File: config.mk
export PLATFORM = sky130hd
export DESIGN_NAME = ts_sample_packer
export DESIGN_NICKNAME = d
export VERILOG_FILES = /design/src/rtl/ts_pkg.sv /design/src/rtl/ts_avg_accum.sv /design/src/rtl/ts_sample_packer.sv
export SDC_FILE = /design/constraint.sdc
export NUM_CORES = 1
export LEC_CHECK = 0
export BUFFER_PORTS_ARGS = -buffer_cell sky130_fd_sc_hd__buf_4
export CAP_MARGIN = 20
export CORE_ASPECT_RATIO = 0.9
export CORE_MARGIN = 4
export CORE_UTILIZATION = 40
export DETAILED_ROUTE_END_ITERATION = 8
export GPL_TIMING_DRIVEN = 1
export SLEW_MARGIN = 0
export SYNTH_ARGS = -nofsm -noshare
export SYNTH_HDL_FRONTEND = slang
export SYNTH_SLANG_ARGS = --single-unit
File: constraint.sdc
create_clock -name clk -period 2.89 [get_ports clk]
set_input_delay 0.1445 -clock clk [delete_from_list [all_inputs] [get_ports clk]]
set_output_delay 0.1445 -clock clk [all_outputs]
set_load 0.05 [all_outputs]
File: src/rtl/ts_pkg.sv
// Shared encodings and constants for the temperature-sample packer.
package ts_pkg;

    typedef enum logic {
        IDLE     = 1'b0,
        WAIT_LSB = 1'b1
    } state_t;

    // Bit offsets of the fields inside the host status word.
    localparam int SEQ_LSB = 24;
    localparam int ERR_LSB = 20;
    localparam int AVG_LSB = 0;

    // The ADT7420 delivers a 13-bit temperature left-justified in 16 bits.
    // The low three bits are flags and carry no temperature information.
    localparam int TEMP_SHIFT = 3;
    localparam int TEMP_BITS  = 13;

    // Build the signed 13-bit sample from the MSB/LSB byte pair.
    function automatic logic [TEMP_BITS-1:0] raw_to_sample(input logic [7:0] msb,
                                                           input logic [7:0] lsb);
        logic [15:0] raw;
        raw = {msb, lsb};
        return raw[TEMP_SHIFT +: TEMP_BITS];
    endfunction

endpackage

File: src/rtl/ts_avg_accum.sv
// Block averager: sums 2^AVG_LOG2 signed samples and emits their floored mean.
module ts_avg_accum
    import ts_pkg::*;
#(
    parameter int AVG_LOG2 = 2
) (
    input  logic                 clk,
    input  logic                 rst_n,
    input  logic                 clear,
    input  logic                 sample_vld,
    input  logic [TEMP_BITS-1:0] sample,
    output logic [15:0]          avg,
    output logic                 done
);

    localparam int AW = TEMP_BITS + AVG_LOG2;
    localparam int CW = (AVG_LOG2 == 0) ? 1 : AVG_LOG2;

    logic signed [AW-1:0] acc;
    logic signed [AW-1:0] sample_ext;
    logic signed [AW-1:0] sum;
    logic signed [AW-1:0] shifted;
    logic [CW-1:0]        cnt;

    // The completing sample is folded into the sum combinationally so the
    // average is ready in the same cycle the last sample arrives.
    always_comb begin
        sample_ext = AW'($signed(sample));
        sum        = acc + sample_ext;
        shifted    = sum >>> AVG_LOG2;
        avg        = 16'($signed(shifted[TEMP_BITS-1:0]));
        done       = sample_vld && (cnt == CW'((1 << AVG_LOG2) - 1));
    end

    // Accumulate; restart the block on the completing sample so the next
    // sample lands in a fresh block.
    always_ff @(posedge clk or negedge rst_n) begin
        if (!rst_n) begin
            acc <= '0;
            cnt <= '0;
        end else if (clear) begin
            acc <= '0;
            cnt <= '0;
        end else if (sample_vld) begin
            if (done) begin
                acc <= '0;
                cnt <= '0;
            end else begin
                acc <= sum;
                cnt <= cnt + CW'(1);
            end
        end
    end

endmodule

File: src/rtl/ts_sample_packer.sv
// Pairs ADT7420 MSB/LSB bytes into samples, averages them and publishes a
// 32-bit {seq, err_cnt, 0, avg} word for the host.
module ts_sample_packer
    import ts_pkg::*;
#(
    parameter int AVG_LOG2       = 2,
    parameter int TIMEOUT_CYCLES = 2000000
) (
    input  logic        clk,
    input  logic        rst_n,
    input  logic        clear,
    input  logic        byte_valid,
    input  logic        byte_first,
    input  logic [7:0]  rx_byte,
    output logic [31:0] tx_word,
    output logic        word_valid,
    output logic        busy
);

    localparam int TW = (TIMEOUT_CYCLES > 1) ? $clog2(TIMEOUT_CYCLES) : 1;

    state_t               state, state_nxt;
    logic [7:0]           msb, msb_nxt;
    logic [TW-1:0]        tcnt, tcnt_nxt;
    logic [7:0]           seq;
    logic [3:0]           err_cnt;
    logic                 err_inc;
    logic                 sample_vld;
    logic [TEMP_BITS-1:0] sample;
    logic [15:0]          avg;
    logic                 done;
    logic [31:0]          word_nxt;

    // Pairing FSM: next state, MSB latch, timeout counter and error strobe.
    always_comb begin
        state_nxt  = state;
        msb_nxt    = msb;
        tcnt_nxt   = tcnt;
        err_inc    = 1'b0;
        sample_vld = 1'b0;
        case (state)
            IDLE: begin
                if (byte_valid) begin
                    if (byte_first) begin
                        msb_nxt   = rx_byte;
                        tcnt_nxt  = '0;
                        state_nxt = WAIT_LSB;
                    end else begin
                        err_inc = 1'b1;
                    end
                end
            end
            WAIT_LSB: begin
                if (byte_valid) begin
                    if (byte_first) begin
                        // A second MSB replaces the first; the stale one is an error.
                        err_inc  = 1'b1;
                        msb_nxt  = rx_byte;
                        tcnt_nxt = '0;
                    end else begin
                        sample_vld = 1'b1;
                        state_nxt  = IDLE;
                    end
                end else if (tcnt == TW'(TIMEOUT_CYCLES - 1)) begin
                    err_inc   = 1'b1;
                    state_nxt = IDLE;
                end else begin
                    tcnt_nxt = tcnt + TW'(1);
                end
            end
            default: state_nxt = IDLE;
        endcase
    end

    assign sample = raw_to_sample(msb, rx_byte);

    ts_avg_accum #(
        .AVG_LOG2 (AVG_LOG2)
    ) u_accum (
        .clk        (clk),
        .rst_n      (rst_n),
        .clear      (clear),
        .sample_vld (sample_vld),
        .sample     (sample),
        .avg        (avg),
        .done       (done)
    );

    // Assemble the host word from the current seq and error counters.
    always_comb begin
        word_nxt                   = '0;
        word_nxt[SEQ_LSB +: 8]     = seq;
        word_nxt[ERR_LSB +: 4]     = err_cnt;
        word_nxt[AVG_LSB +: 16]    = avg;
    end

    // State, counters and the registered host interface; clear drops any
    // byte arriving in the same cycle.
    always_ff @(posedge clk or negedge rst_n) begin
        if (!rst_n) begin
            state      <= IDLE;
            msb        <= '0;
            tcnt       <= '0;
            seq        <= '0;
            err_cnt    <= '0;
            tx_word    <= '0;
            word_valid <= 1'b0;
            busy       <= 1'b0;
        end else if (clear) begin
            state      <= IDLE;
            msb        <= '0;
            tcnt       <= '0;
            seq        <= '0;
            err_cnt    <= '0;
            tx_word    <= '0;
            word_valid <= 1'b0;
            busy       <= 1'b0;
        end else begin
            state      <= state_nxt;
            msb        <= msb_nxt;
            tcnt       <= tcnt_nxt;
            busy       <= (state_nxt == WAIT_LSB);
            word_valid <= done;
            if (done) begin
                tx_word <= word_nxt;
                seq     <= seq + 8'd1;
            end
            if (err_inc && (err_cnt != 4'hF))
                err_cnt <= err_cnt + 4'd1;
        end
    end

endmodule

==> metrics.md <==
| Metric | Value |
|---|---|
| Status | finished clean |
| Post-Synth Simple-Gate Area | 21.68% |
| Post-route clock period utilization | 88.58% |
| Slew Viols, Final | 0 |
| Hold EP | msb[2]$_DFFE_PN0P_ |
| Post-synth top area cell | dfrtp_1 |
| Worst R2R End | tx_word[15]$_DFFE_PN0P_ |
| Switching Share | 23.91% |
| Register share of total power | 46.9% |
| Max-slew headroom at the worst pin | 45.57% |
| Sequential share of the synthesized area | 44.77% |
| Number of diodes | 0 |
| Clock Pin Slew Worst Setup and Hold Paths | 0.06 ns |
| Routed Wire Length | 11330 µm |
| Yosys warning count | 0 |
| Post-route setup slack | 0.3299 ns |
| Internal power | 1.970 mW |
| Layout cell share with drive strength beyond 1 | 13.83% |
| Insertion delay to the later sink of the worst-skew pair | 0.34 ns |
| Final design utilization | 47.55% |
| Detailed placer's ending HPWL | 7611 µm |
| Final hold viol count | 0 |
| Adder-cell share of the synthesized area | 5.162% |
| Commonest non-fill, non-tap cell in the layout | nand2_1 |
| Drt pass-1 iters | 5 |
| R2R cell count | 9 |
| Nature of the critical path endpoint | register |
| Die X | 122.9 µm |
| Synthesized area per cell | 8.998 µm² |
| Yosys reg bits | 85 |
| Largest family of logic cells by synthesized area | simple AND/OR/NAND/NOR gates |
| Worst path required time | 3.13 ns |
| RePlAce Congestion | 0.8777 |
| Crit-path cells | ha_1 -> fa_1 -> a21o_1 -> a221oi_2 -> o21bai_1 -> mux2i_1 -> nand2_1 -> xnor2_1 -> a211oi_1 |
| DRT iter0 DRCs | 465 |
| Top_reg_cell synth | dfrtp_1 |
| Die height | 111.4 µm |
| Initial antenna violation count | 0 |
| Area growth syn-to-layout | 15.38% |
| Post-synth cell types | 63 |
| Min-Delay Path Depth | 3 |
| Hold path start | rx_byte[2] |
| Crit path max fanout | 3 |
| ANT nets after route | 0 |
| Reg2Reg Setup Slack | 0.33 ns |
| Clk buf depth | 2 |
| Grt total ovfl | 0 |
| CP max stage delay | 0.40 ns |
| Yosys top cell area share | 44.77% |
| H-tree levels | 3 |
| Synth Area in Compound Gates | 18.99% |
| TritonCTS Sinks | 85 |
| Sw power | 0.6193 mW |
| Post-synth EDFFs | 0 |
| Minimum clock period | 2.560 ns |
| Most frequent cells in the layout | 93 x nand2_1, 85 x dfrtp_1, 58 x a21oi_1 |
| First-pass GRT wire length | 19110 µm |
| Setup TNS Final | 0 ns |
| Final instance area | 5482 µm² |
| Post-CTS Setup Bufs | 0 |
| Startpoint types | register |
| Slew @ Worst Pin | 0.8164 ns |
| CTS root buffer | clkbuf_16 |
| Area contributors post-synth | dfrtp_1 45%, nand2_1 7.3%, a21oi_1 6.1%, ha_1 4.7%, nor2_1 3.4% |
| Vias after detailed routing | 3999 |
| # rows | 37 |
| WL/cell | 15.74 µm |
| MaxCap Viol Count | 0 |
| PwrDens | 472.4 nW/µm² |
| Dpl cell area | 5171 µm² |
| Port bufs | 42 |
| Drc violations | 0 |
| I/O pin count | 47 |
| Core Area | 11530 µm² |
| Total GRT Usage | 17.34% |
| Place WS | 0.3726 ns |
| Post-Synthesis Cells | 528 |
| Reg-to-reg startpoint | u_accum.acc[0]$_DFFE_PN0P_ |
| Via-per-instance ratio | 5.554 |
| Area of the die | 13690 µm² |
| CTS tree | yes |
| Vias in the first global route | 3745 |
| Maximum number of pins on one net before global-route repair | 71 |
| Final net count | 592 |
| Fillers | 1123 |
| Async S/R FF share, synth | 100.0% |
| Total CTS buffers | 9 |
| Initial Util | 41.21% |
| Crit Path Category | reg2reg |
| Hold-fix buffers, CTS | 1 |
| CP max stage cell | fa_1 |
| Final setup fails | 0 |
| Worst vdd ir | 0.0002809 V |
| Hold Crit Class | in2reg |
| Setup repair after global routing missed its margin | no |
| Mux cell area share after synthesis | 1.080% |
| CP Data Arrival Time | 2.80 ns |
| Synthesized cell area | 4751 µm² |
| Clock Skews | 0.006182 ns |
| Power share of the clock group | 45.4% |
| Post-Synth XOR/XNOR Area | 4.056% |
| FMAX | 0.3906 GHz |
| Pleak | 2.501 nW |
| Combinational power share | 7.7% |
| # resized after CTS | 0 |
-- sequential cells by signal, summed over array words and instances (netlist names) --
register and cells:
msb 8, seq 8, err_cnt 4, u_accum.acc 15, u_accum.cnt 2, state 1, word_valid 1, tcnt 21
tx_word 25
-- cell families (layout without fill, tap and decap cells) --
family | Yosys count | after routing
DFF | 85 | 85
muxes | 5 | 5
adders and majority gates | 19 | 19
xor gates and xnor gates | 22 | 22
buffers and inverters | 43 | 76
AOI/OAI and AO/OA | 140 | 140
and+or+nand+nor | 213 | 213
other | 1 | 4
-- synth_stat cells, drive strengths merged, types with 3 or more instances --
cell / instances
inv: 10
nor4: 3
nand2: 93
nor2: 44
o21bai: 3
nand3: 17
nand3b: 3
a31oi: 7
nor3: 5
dfrtp: 85
xnor2: 9
mux2i: 4
o21ai: 30
a21oi: 59
and3: 11
xor2: 13
a22oi: 4
clkbuf: 17
a22o: 13
or3: 3
or2: 4
buf: 16
a32oi: 3
a21o: 6
nand4: 16
ha: 18
-- per-stage QoR --
step                hold slack [ns]  total power [mW]  instances
finish                      0.06071             2.590        720
CTS                         0.05407             2.615        720
detailed placement           0.2948             1.435        704
global placement             0.2858             1.431        704
global route                0.06889             2.705        720
floorplan                   -0.1511             1.364        531
-- worst max path at each step --
stage	from	to
final	u_accum.acc[0]$_DFFE_PN0P_	tx_word[15]$_DFFE_PN0P_
after floorplan	u_accum.acc[0]$_DFFE_PN0P_	tx_word[15]$_DFFE_PN0P_
after detailed placement	u_accum.acc[0]$_DFFE_PN0P_	tx_word[15]$_DFFE_PN0P_
after global placement	u_accum.acc[0]$_DFFE_PN0P_	tx_word[15]$_DFFE_PN0P_
after global routing	u_accum.acc[0]$_DFFE_PN0P_	tx_word[15]$_DFFE_PN0P_
after CTS	u_accum.acc[0]$_DFFE_PN0P_	tx_word[15]$_DFFE_PN0P_
-- critical path, delay by kind of cell, from the launching register on --
kind	cells	cell delay, ns
DFF	1	0.38
xor gates and xnor gates	1	0.13
AOI/OAI and AO/OA	4	1.00
and+or+nand+nor	1	0.11
adders and majority gates	2	0.61
muxes	1	0.24
-- routing by layer --
layer  wire, µm  track usage (%)  up-vias  part of all wire [%]
met1       5719            26.70     1921                    50
met2       4844            24.34      134                    43
li1           -                -     1930                     -
met3        629            2.996       14                   5.6
met4        138            6.119        0                   1.2
met5          0                0        -                     0
-- power by group through the flow --
stage / logic [mW] / registers [mW] / clock network, mW
floorplan: 0.129 / 1.24 / 0
global placement: 0.195 / 1.24 / 0
detailed placement: 0.198 / 1.24 / 0
CTS: 0.200 / 1.22 / 1.20
global route: 0.222 / 1.22 / 1.27
finish: 0.198 / 1.22 / 1.18
-- cell type report --
class / instances / area (µm²) / area share [%]
Clock buffer: 11 / 252.7 / 4.611
Sequential cell: 85 / 2127 / 38.80
Tap cell: 156 / 195.2 / 3.561
Multi-Input combinational cell: 403 / 2436 / 44.44
Clock inverter: 4 / 47.55 / 0.8674
Inverter: 10 / 37.54 / 0.6848
Timing Repair Buffer: 51 / 385.4 / 7.030
Note: power is estimated with default switching activity, not from simulation.
